`config.mk`:
```
export PLATFORM = sky130hd
export DESIGN_NAME = ifm_chunk_ring_buf
export DESIGN_NICKNAME = d
export VERILOG_FILES = /design/src/rtl/ifm_pkg.sv /design/src/rtl/ifm_clk_gate.sv /design/src/rtl/ifm_chunk_ring_buf.sv
export SDC_FILE = /design/constraint.sdc
export NUM_CORES = 2
export LEC_CHECK = 0
export CAP_MARGIN = 20
export CORE_MARGIN = 1
export CORE_UTILIZATION = 60
export DETAILED_ROUTE_END_ITERATION = 12
export PLACE_DENSITY = 0.77
export SYNTH_ARGS = -nofsm -noshare
export SYNTH_HDL_FRONTEND = slang
export SYNTH_MEMORY_MAX_BITS = 65536
export SYNTH_SLANG_ARGS = --single-unit
```
`constraint.sdc`:
```
create_clock -name clk_i -period 17.8 [get_ports clk_i]
set_input_delay 4.45 -clock clk_i [delete_from_list [all_inputs] [get_ports clk_i]]
set_output_delay 4.45 -clock clk_i [all_outputs]
set_load 0.02 [all_outputs]
```
`src/rtl/ifm_pkg.sv`:
```
// ifm_pkg: shared defaults and storage types for the IFM chunk ring buffer
package ifm_pkg;
  localparam int IFM_BUS_SIZE   = 32;
  localparam int IFM_CHUNK_SIZE = 128;
  localparam int IFM_SLOT_NUM   = 4;
  localparam int IFM_DATA_W     = 8;
  localparam int IFM_BEAT_NUM   = IFM_CHUNK_SIZE / IFM_BUS_SIZE;
  typedef struct packed {
    logic [IFM_BUS_SIZE-1:0]            sparsemap;
    logic [IFM_BUS_SIZE*IFM_DATA_W-1:0] nonzero_data;
  } ifm_beat_t;
  typedef logic [$clog2(IFM_BEAT_NUM)-1:0] beat_idx_t;
  typedef logic [$clog2(IFM_SLOT_NUM)-1:0] slot_idx_t;
endpackage

```
`src/rtl/ifm_clk_gate.sv`:
```
// ifm_clk_gate: latch-based clock gate for the chunk storage (built with IFM_CHUNK_RING_BUF_CLK_GATE_EN)
//   clk_i in, en_i in (sampled while clk_i low), gated_clk_o out
`ifdef IFM_CHUNK_RING_BUF_CLK_GATE_EN
module ifm_clk_gate (
  input  logic clk_i,
  input  logic en_i,
  output logic gated_clk_o
);
  logic en_l;
  always_latch if (!clk_i) en_l <= en_i;
  assign gated_clk_o = clk_i & en_l;
endmodule
`endif

```
`src/rtl/ifm_chunk_ring_buf.sv`:
```
// ifm_chunk_ring_buf: ring of SLOT_NUM chunk slots, DMA writes beats in, PE reads/releases the oldest chunk
//   write: wr_valid_i/wr_ready_o, wr_sparsemap_i, wr_nonzero_data_i
//   read : rd_chunk_valid_o, rd_en_i, rd_beat_i -> rd_data_valid_o, rd_sparsemap_o, rd_nonzero_data_o (registered)
//   ctrl : clk_i, rst_ni (async, active-low), flush_i (sync clear), rd_release_i, occupancy_o
//   IFM_CHUNK_RING_BUF_CLK_GATE_EN: storage clocked through ifm_clk_gate instead of enable flops
//   Storage word and index types come from ifm_pkg; size overrides belong there.
module ifm_chunk_ring_buf
  import ifm_pkg::*;
#(
  parameter int BUS_SIZE   = IFM_BUS_SIZE,
  parameter int CHUNK_SIZE = IFM_CHUNK_SIZE,
  parameter int SLOT_NUM   = IFM_SLOT_NUM,
  parameter int DATA_W     = IFM_DATA_W
) (
  input  logic                             clk_i,
  input  logic                             rst_ni,
  input  logic                             flush_i,
  input  logic                             wr_valid_i,
  output logic                             wr_ready_o,
  input  logic [BUS_SIZE-1:0]              wr_sparsemap_i,
  input  logic [BUS_SIZE*DATA_W-1:0]       wr_nonzero_data_i,
  output logic                             rd_chunk_valid_o,
  input  logic                             rd_en_i,
  input  logic [$clog2(CHUNK_SIZE/BUS_SIZE)-1:0] rd_beat_i,
  output logic                             rd_data_valid_o,
  output logic [BUS_SIZE-1:0]              rd_sparsemap_o,
  output logic [BUS_SIZE*DATA_W-1:0]       rd_nonzero_data_o,
  input  logic                             rd_release_i,
  output logic [$clog2(SLOT_NUM+1)-1:0]    occupancy_o
);
  localparam int BEAT_NUM = CHUNK_SIZE / BUS_SIZE;
  localparam int OW = $clog2(SLOT_NUM + 1);
  ifm_beat_t mem [SLOT_NUM][BEAT_NUM];
  ifm_beat_t rd_word;
  logic [SLOT_NUM-1:0] full, full_n;
  slot_idx_t wr_ptr, rd_ptr, wr_ptr_n, rd_ptr_n;
  beat_idx_t wr_beat, wr_beat_n;
  logic [OW-1:0] occ_n;
  logic [BUS_SIZE-1:0] rd_sm_n;
  logic [BUS_SIZE*DATA_W-1:0] rd_nz_n;
  logic wr_acc, last, done, rel, rd_fire, rd_dv_n, gated_clk_w;
  // ready and head-valid look only at registered state, so a slot freed this cycle is writable next cycle
  assign wr_ready_o       = !full[wr_ptr];
  assign rd_chunk_valid_o = full[rd_ptr];
  assign wr_acc  = wr_valid_i & wr_ready_o & !flush_i;
  assign last    = wr_beat == beat_idx_t'(BEAT_NUM - 1);
  assign done    = wr_acc & last;
  assign rel     = rd_release_i & rd_chunk_valid_o;
  assign rd_fire = rd_en_i & rd_chunk_valid_o;
  assign rd_word = mem[rd_ptr][rd_beat_i];
  // completing slot is empty and released slot is full, so the two never collide
  always_comb begin
    full_n = full;
    if (done) full_n[wr_ptr] = 1'b1;
    if (rel) full_n[rd_ptr] = 1'b0;
    if (flush_i) full_n = '0;
  end
  assign wr_ptr_n  = flush_i ? '0 : done ? wr_ptr + 1'b1 : wr_ptr;
  assign rd_ptr_n  = flush_i ? '0 : rel ? rd_ptr + 1'b1 : rd_ptr;
  assign wr_beat_n = flush_i ? '0 : !wr_acc ? wr_beat : last ? '0 : wr_beat + 1'b1;
  assign occ_n     = flush_i ? '0 : occupancy_o + OW'(done) - OW'(rel);
  assign rd_dv_n   = rd_fire & !flush_i;
  assign rd_sm_n   = flush_i ? '0 : rd_fire ? rd_word.sparsemap : rd_sparsemap_o;
  assign rd_nz_n   = flush_i ? '0 : rd_fire ? rd_word.nonzero_data : rd_nonzero_data_o;
  always_ff @(posedge clk_i or negedge rst_ni)
    if (!rst_ni) begin
      full              <= '0;
      wr_ptr            <= '0;
      rd_ptr            <= '0;
      wr_beat           <= '0;
      occupancy_o       <= '0;
      rd_data_valid_o   <= 1'b0;
      rd_sparsemap_o    <= '0;
      rd_nonzero_data_o <= '0;
    end else begin
      full              <= full_n;
      wr_ptr            <= wr_ptr_n;
      rd_ptr            <= rd_ptr_n;
      wr_beat           <= wr_beat_n;
      occupancy_o       <= occ_n;
      rd_data_valid_o   <= rd_dv_n;
      rd_sparsemap_o    <= rd_sm_n;
      rd_nonzero_data_o <= rd_nz_n;
    end
`ifdef IFM_CHUNK_RING_BUF_CLK_GATE_EN
  ifm_clk_gate u_clk_gate (.clk_i(clk_i), .en_i(wr_acc), .gated_clk_o(gated_clk_w));
`else
  assign gated_clk_w = clk_i;
`endif
  always_ff @(posedge gated_clk_w)
    if (wr_acc) mem[wr_ptr][wr_beat] <= '{sparsemap: wr_sparsemap_i, nonzero_data: wr_nonzero_data_i};
endmodule
```
# After elaboration in Yosys (flattened, before gate mapping)

Memory sizes are Yosys's and may differ from the RTL's.
Index checks and enable logic that the tools add are counted.

$lt $le $gt $ge: 7
Multiplexer cells: 30
Bitwise logic cells: 11
Eq/ne operators: 1
Reductions and logical operators: 9
$add $sub $neg: 5

Operator list:

| cell                  | number |
|---|---|
| $mux W1152            | 1 |
| $mux W288             | 3 |
| $bmux W288 S2         | 1 |
| $demux W288 S2        | 1 |
| $mux W256             | 2 |
| $mux W32              | 2 |
| $mux W2               | 7 |
| $mux W4               | 3 |
| $reduce_bool A2 Y1    | 4 |
| $add A2 B1 Y2 const B | 3 |
| $and A1 B1 Y1         | 6 |
| $ge A3 B3 Y1 const B  | 2 |
| $lt A2 B3 Y1 const B  | 2 |
| $not A2 Y3            | 2 |
| $mux W1               | 5 |
| $and A4 B4 Y4         | 1 |
| $bmux W1 S2           | 2 |
| $demux W1 S2          | 2 |
| $ge A2 B1 Y1 const B  | 2 |
| $not A4 Y4            | 1 |
| $or A4 B4 Y4          | 1 |
| $add A3 B1 Y3         | 1 |
| $logic_and A1 B1 Y1   | 3 |
| $lt A3 B1 Y1 const B  | 1 |
| 4 further kinds       | 5 |

Bits of input ports: 296
Register bits after elaboration: 302
Output and inout port bits: 294
Word-level logic and storage cells: 72
RAM bits: 4,608
Memories kept: 1

Memory list:

| memory | depth | width | rd ports | clocked after memory_dff | write ports | RTL line                 | source |
|---|---|---|---|---|---|---|---|
| mem    | 4     | 1,152 | 1        | 0                        | 1           | ifm_chunk_ring_buf.sv:33 | `ifm_beat_t mem [SLOT_NUM][BEAT_NUM];` |

# Longest topological paths before layout

Depth in word-level cells: 10
Gate-level depth with buffers: 9
Gate-level depth less buffers: 8

# Worst setup path after synthesis

Ideal clock, no wire load.

Kind: input port to flip-flop
Start point: in flush_i
End point: mem mem[0][0] (netlist name) (enable)
Path slack: 5.356 ns
Library setup time: 0.686 ns
Cell stages on the path: 4
Data arrival time: 11.759 ns
Required time: 17.114 ns
Buffers on the path: 2
Cell sequence: clkbuf_1 > nor4bb_1 > clkbuf_1 > and2_1

Word-level cells in the longest chain between the ends: 4

RTL lines:

| element                          | RTL line                 | source |
|---|---|---|
| start, declared                  | ifm_chunk_ring_buf.sv:17 | `input logic flush_i,` |
| $logic_not A1 Y1                 | ifm_chunk_ring_buf.sv:45 | `assign wr_acc = wr_valid_i & wr_ready_o & !flush_i;` |
| $and A1 B1 Y1                    | ifm_chunk_ring_buf.sv:45 |  |
| $mux W1                          | ifm_chunk_ring_buf.sv:91 | `if (wr_acc) mem[wr_ptr][wr_beat] <= '{sparsemap: wr_sparsemap_i, nonzero_data: wr_nonzero_data_i};` |
| $mux W1152 (implied by the code) | ifm_chunk_ring_buf.sv:91 |  |
| end, declared                    | ifm_chunk_ring_buf.sv:33 |  |

No other way between the ends.

# Final worst setup path

Start point: in flush_i
End point: mem mem[2][972] (netlist name) (enable)

The elaborated chain is that of the path after synthesis.

==> out/metrics.csv <==
stage,metric,value,unit
cts,H-tree Lvls,5,
timing,final period utilization,0.4863,
synth,"Async S/R FF share, synth",0.06151,
critical_path,crit-path cells,clkdlybuf4s50_1 -> nor3b_1 -> buf_2 -> and3_4 -> buf_4 -> buf_4 -> buf_4,
cts,clk buf depth,4,
critical_path,Setup crit end kind,flop,
floorplanning,Die Area,310700,sq um
drt,drt initial violations,11155,
cts,clock sink count,4910,
floorplanning,I/O pins,590,
synth,"EDFF count, synth",4608,
drt,post-route ant nets,0,
critical_path,slowest cell delay on critical path,0.90,ns
floorplanning,core area,306300,sq um
timing,skew final,0.08477,ns
drt,# DRC,0,
placed_design,Final GP Congestion,0.7722,
synth,Ys Warns,0,
floorplanning,Die Ht,557.4,um
critical_path,critical path class,input port to flop,
drt,Detailed Route WL,449000,um
timing,clock period minus worst slack,8.656,ns
cts,clk_lat worst skew,1.00,ns
final_layout,share of cells above drive strength 1,0.2126,
drt,Via Count,92230,
cts,Setup Buffers After CTS,0,
timing,Fin. Hold Viols,0,
placed_design,DP HPWL,221100,um
critical_path,cell count along the critical path,7,
timing,Final setup viols,0,
cts,clk slew on worst S/H paths,0.06,ns
timing,RSZ-0062 raised after global routing,no,
placed_design,Placed Instances,12999,
timing,Worst Tran Pin Value,1.133,ns
power,pwr/cell area,111.4,nW/um^2
cts,clock root cell,clkbuf_16,
final_layout,most frequent cells in the layout,"4,608 x edfxtp_1, 1,438 x nand2_1, 1,154 x mux4_2, 587 x clkdlybuf4s50_1, 465 x clkbuf_16",
power,Leakage,68.47,nW
critical_path,crit path DAT,9.25,ns
floorplanning,# rows,203,
synth,"Avg Cell Area, Syn",21.41,sq um
critical_path,Crit path required time,18.40,ns
global_route,first-pass GRT wire length,655500,um
cts,# resized after CTS,0,
timing,Pins Over Slew Limit,0,
drt,1st-pass router iterations,6,
synth,part of the Yosys area used for sequential elements,0.7885,
critical_path,CP most frequent cell,buf_4,
timing,WHS,0.5144,ns
synth,ys flop type,edfxtp_1,
critical_path,"reg-to-reg slack, setup",11.49,ns
critical_path,Top delay family on crit path,buffers and inverters,
cts,"Hold-fix buffers, CTS",0,
critical_path,peak fanout along the critical path,53,
min_path,HP Class,flop to flop,
critical_path,r2r startpoint,rd_ptr[1],
critical_path,crit path to,mem[2][972],
floorplanning,die width,557.4,um
global_route,GR Util All Layers,0.2919,
drt,Avg WL per Cell,32.23,um
critical_path,R2R depth,9,
floorplanning,Initial Utilization,0.6042,
final_layout,Sequential Area,145900,sq um
final_layout,Post-Layout Cell Count,13931,
global_route,initial antenna violation count,87,
final_layout,"commonest non-fill, non-tap cell in the layout",edfxtp_1,
final_layout,final net count,9677,
power,worst vdd ir,0.1107,mV
drt,detail-routed via count per cell,6.620,
synth,Yosys cell types,34,
cts,cts bufs inserted,464,
timing,setup_tns,0,ns
synth,Gate Count Post-Synth,8642,
cts,CTS tree,built,
final_layout,Area Overhead vs Synth,14.57,%
synth,cell area after synthesis,185100,sq um
timing,slew margin rel.,0.2447,
final_layout,multi-input logic area,37090,sq um
global_route,vias in the first global route,96470,
outcome,status,finished clean,
critical_path,CP startpoint,flush_i,
synth,Mapped Nets,8952,
global_route,GRT Residual Overflow,0,
timing,Max Freq,115.5,MHz
synth,#FFs+latches synth,4910,
critical_path,nature of the critical path startpoint,input port,
critical_path,worst r2r dst,rd_nonzero_data_o[79],
critical_path,Worst path slowest cell,buf_4,
flow_run,Max Cap Viol,0,
critical_path,crit path buf inv count,5,
global_route,largest net degree at the start of global routing,138,
final_layout,fillers,17791,
placed_design,I/O Buffers,589,
-- metrics by stage --
step                      power, mW  setup WS [ns]  utilization  cell area [sq um]
final                         23.62          9.144       0.6922             212000
after global routing          24.17          9.058       0.6919             211900
after CTS                     23.71          8.747       0.6917             211900
after detailed placement      13.54          7.754       0.6387             195600
after global placement        13.51          7.945       0.6387             195600
after floorplan               13.23          5.356            -             185100
-- worst min path at each step --
stage | startpoint | depth (start not counted) | to | slack [ns]
floorplan | full[2] | 1 | full[2] | 0.49
global placement | rd_nonzero_data_o[80] | 1 | rd_nonzero_data_o[80] | 0.50
detailed placement | rd_nonzero_data_o[80] | 1 | rd_nonzero_data_o[80] | 0.50
CTS | rd_sparsemap_o[17] | 1 | rd_sparsemap_o[17] | 0.52
global route | rd_nonzero_data_o[108] | 1 | rd_nonzero_data_o[108] | 0.53
finish | rd_nonzero_data_o[105] | 1 | rd_nonzero_data_o[105] | 0.51
-- report_power, final --
part           total (mW)  switching, mW  internal, mW
Clock                10.3           4.33          5.99
Combinational       0.585          0.375         0.210
Sequential           12.7         0.0194          12.7
Total                23.6           4.72          18.9
-- kinds of logic after synthesis --
logic type	count (synthesis)	share of synthesized area
simple gates	1473	0.03030
flops	4910	0.7885
mux	1162	0.1409
buf+inv	493	0.01151
xor+xnor	4	0.0001893
fa+ha+maj	14	0.0009871
compound gates	586	0.02758
-- synth_stat cells, types with 2 or more instances --
library cell / count / share of area
xnor2_1: 3 / 0.00014
nand2b_1: 2 / 0.000068
mux4_2: 1154 / 0.14
and2_1: 5 / 0.00017
a21boi_0: 286 / 0.012
a21oi_1: 6 / 0.00016
buf_1: 49 / 0.00099
nand2_1: 1438 / 0.029
clkbuf_1: 232 / 0.0047
buf_2: 191 / 0.0052
nor2_1: 8 / 0.00016
inv_1: 8 / 0.00016
a221o_1: 287 / 0.016
edfxtp_1: 4608 / 0.75
ha_1: 13 / 0.00088
and3_1: 13 / 0.00044
nor2b_1: 2 / 0.000068
o21a_1: 4 / 0.00016
dfrtp_1: 302 / 0.041
buf_6: 4 / 0.00024
mux2i_1: 4 / 0.00022
mux2_2: 4 / 0.00024
clkbuf_2: 8 / 0.00022
-- per-layer routing --
| layer | vias up | global-route usage | wire (um) |
|---|---|---|---|
| li1 | 36856 | - | - |
| met1 | 48704 | 0.3913 | 160300 |
| met2 | 5591 | 0.4813 | 225200 |
| met3 | 1017 | 0.05867 | 47600 |
| met4 | 62 | 0.1071 | 15520 |
| met5 | - | 0 | 407 |
-- state kept, by name (all words and copies together), names as in the netlist --
register / count
occupancy_o: 3
rd_data_valid_o: 1
full: 4
wr_ptr: 2
mem: 4608
rd_ptr: 2
wr_beat: 2
rd_nonzero_data_o: 256
rd_sparsemap_o: 32
-- area by class of cell --
cell class	count	share of cell area
diodes	53	0.0006255
inverters	9	0.0002301
multi-input cells	3239	0.1749
clock inverters	245	0.01515
repair buffers	743	0.03516
clock buffers	632	0.06142
well taps	4100	0.02419
flip-flops and latches	4910	0.6883
-- worst register-to-register path: stages, from the launching register on --
cell	delay (ns)
dfrtp_4	0.96
buf_4	0.84
buf_4	0.80
buf_4	0.66
buf_4	0.83
buf_4	0.89
mux4_2	0.69
nand2_1	0.09
nand2_1	0.09
a221o_1	0.29
Note: power is estimated with default switching activity, not from simulation.
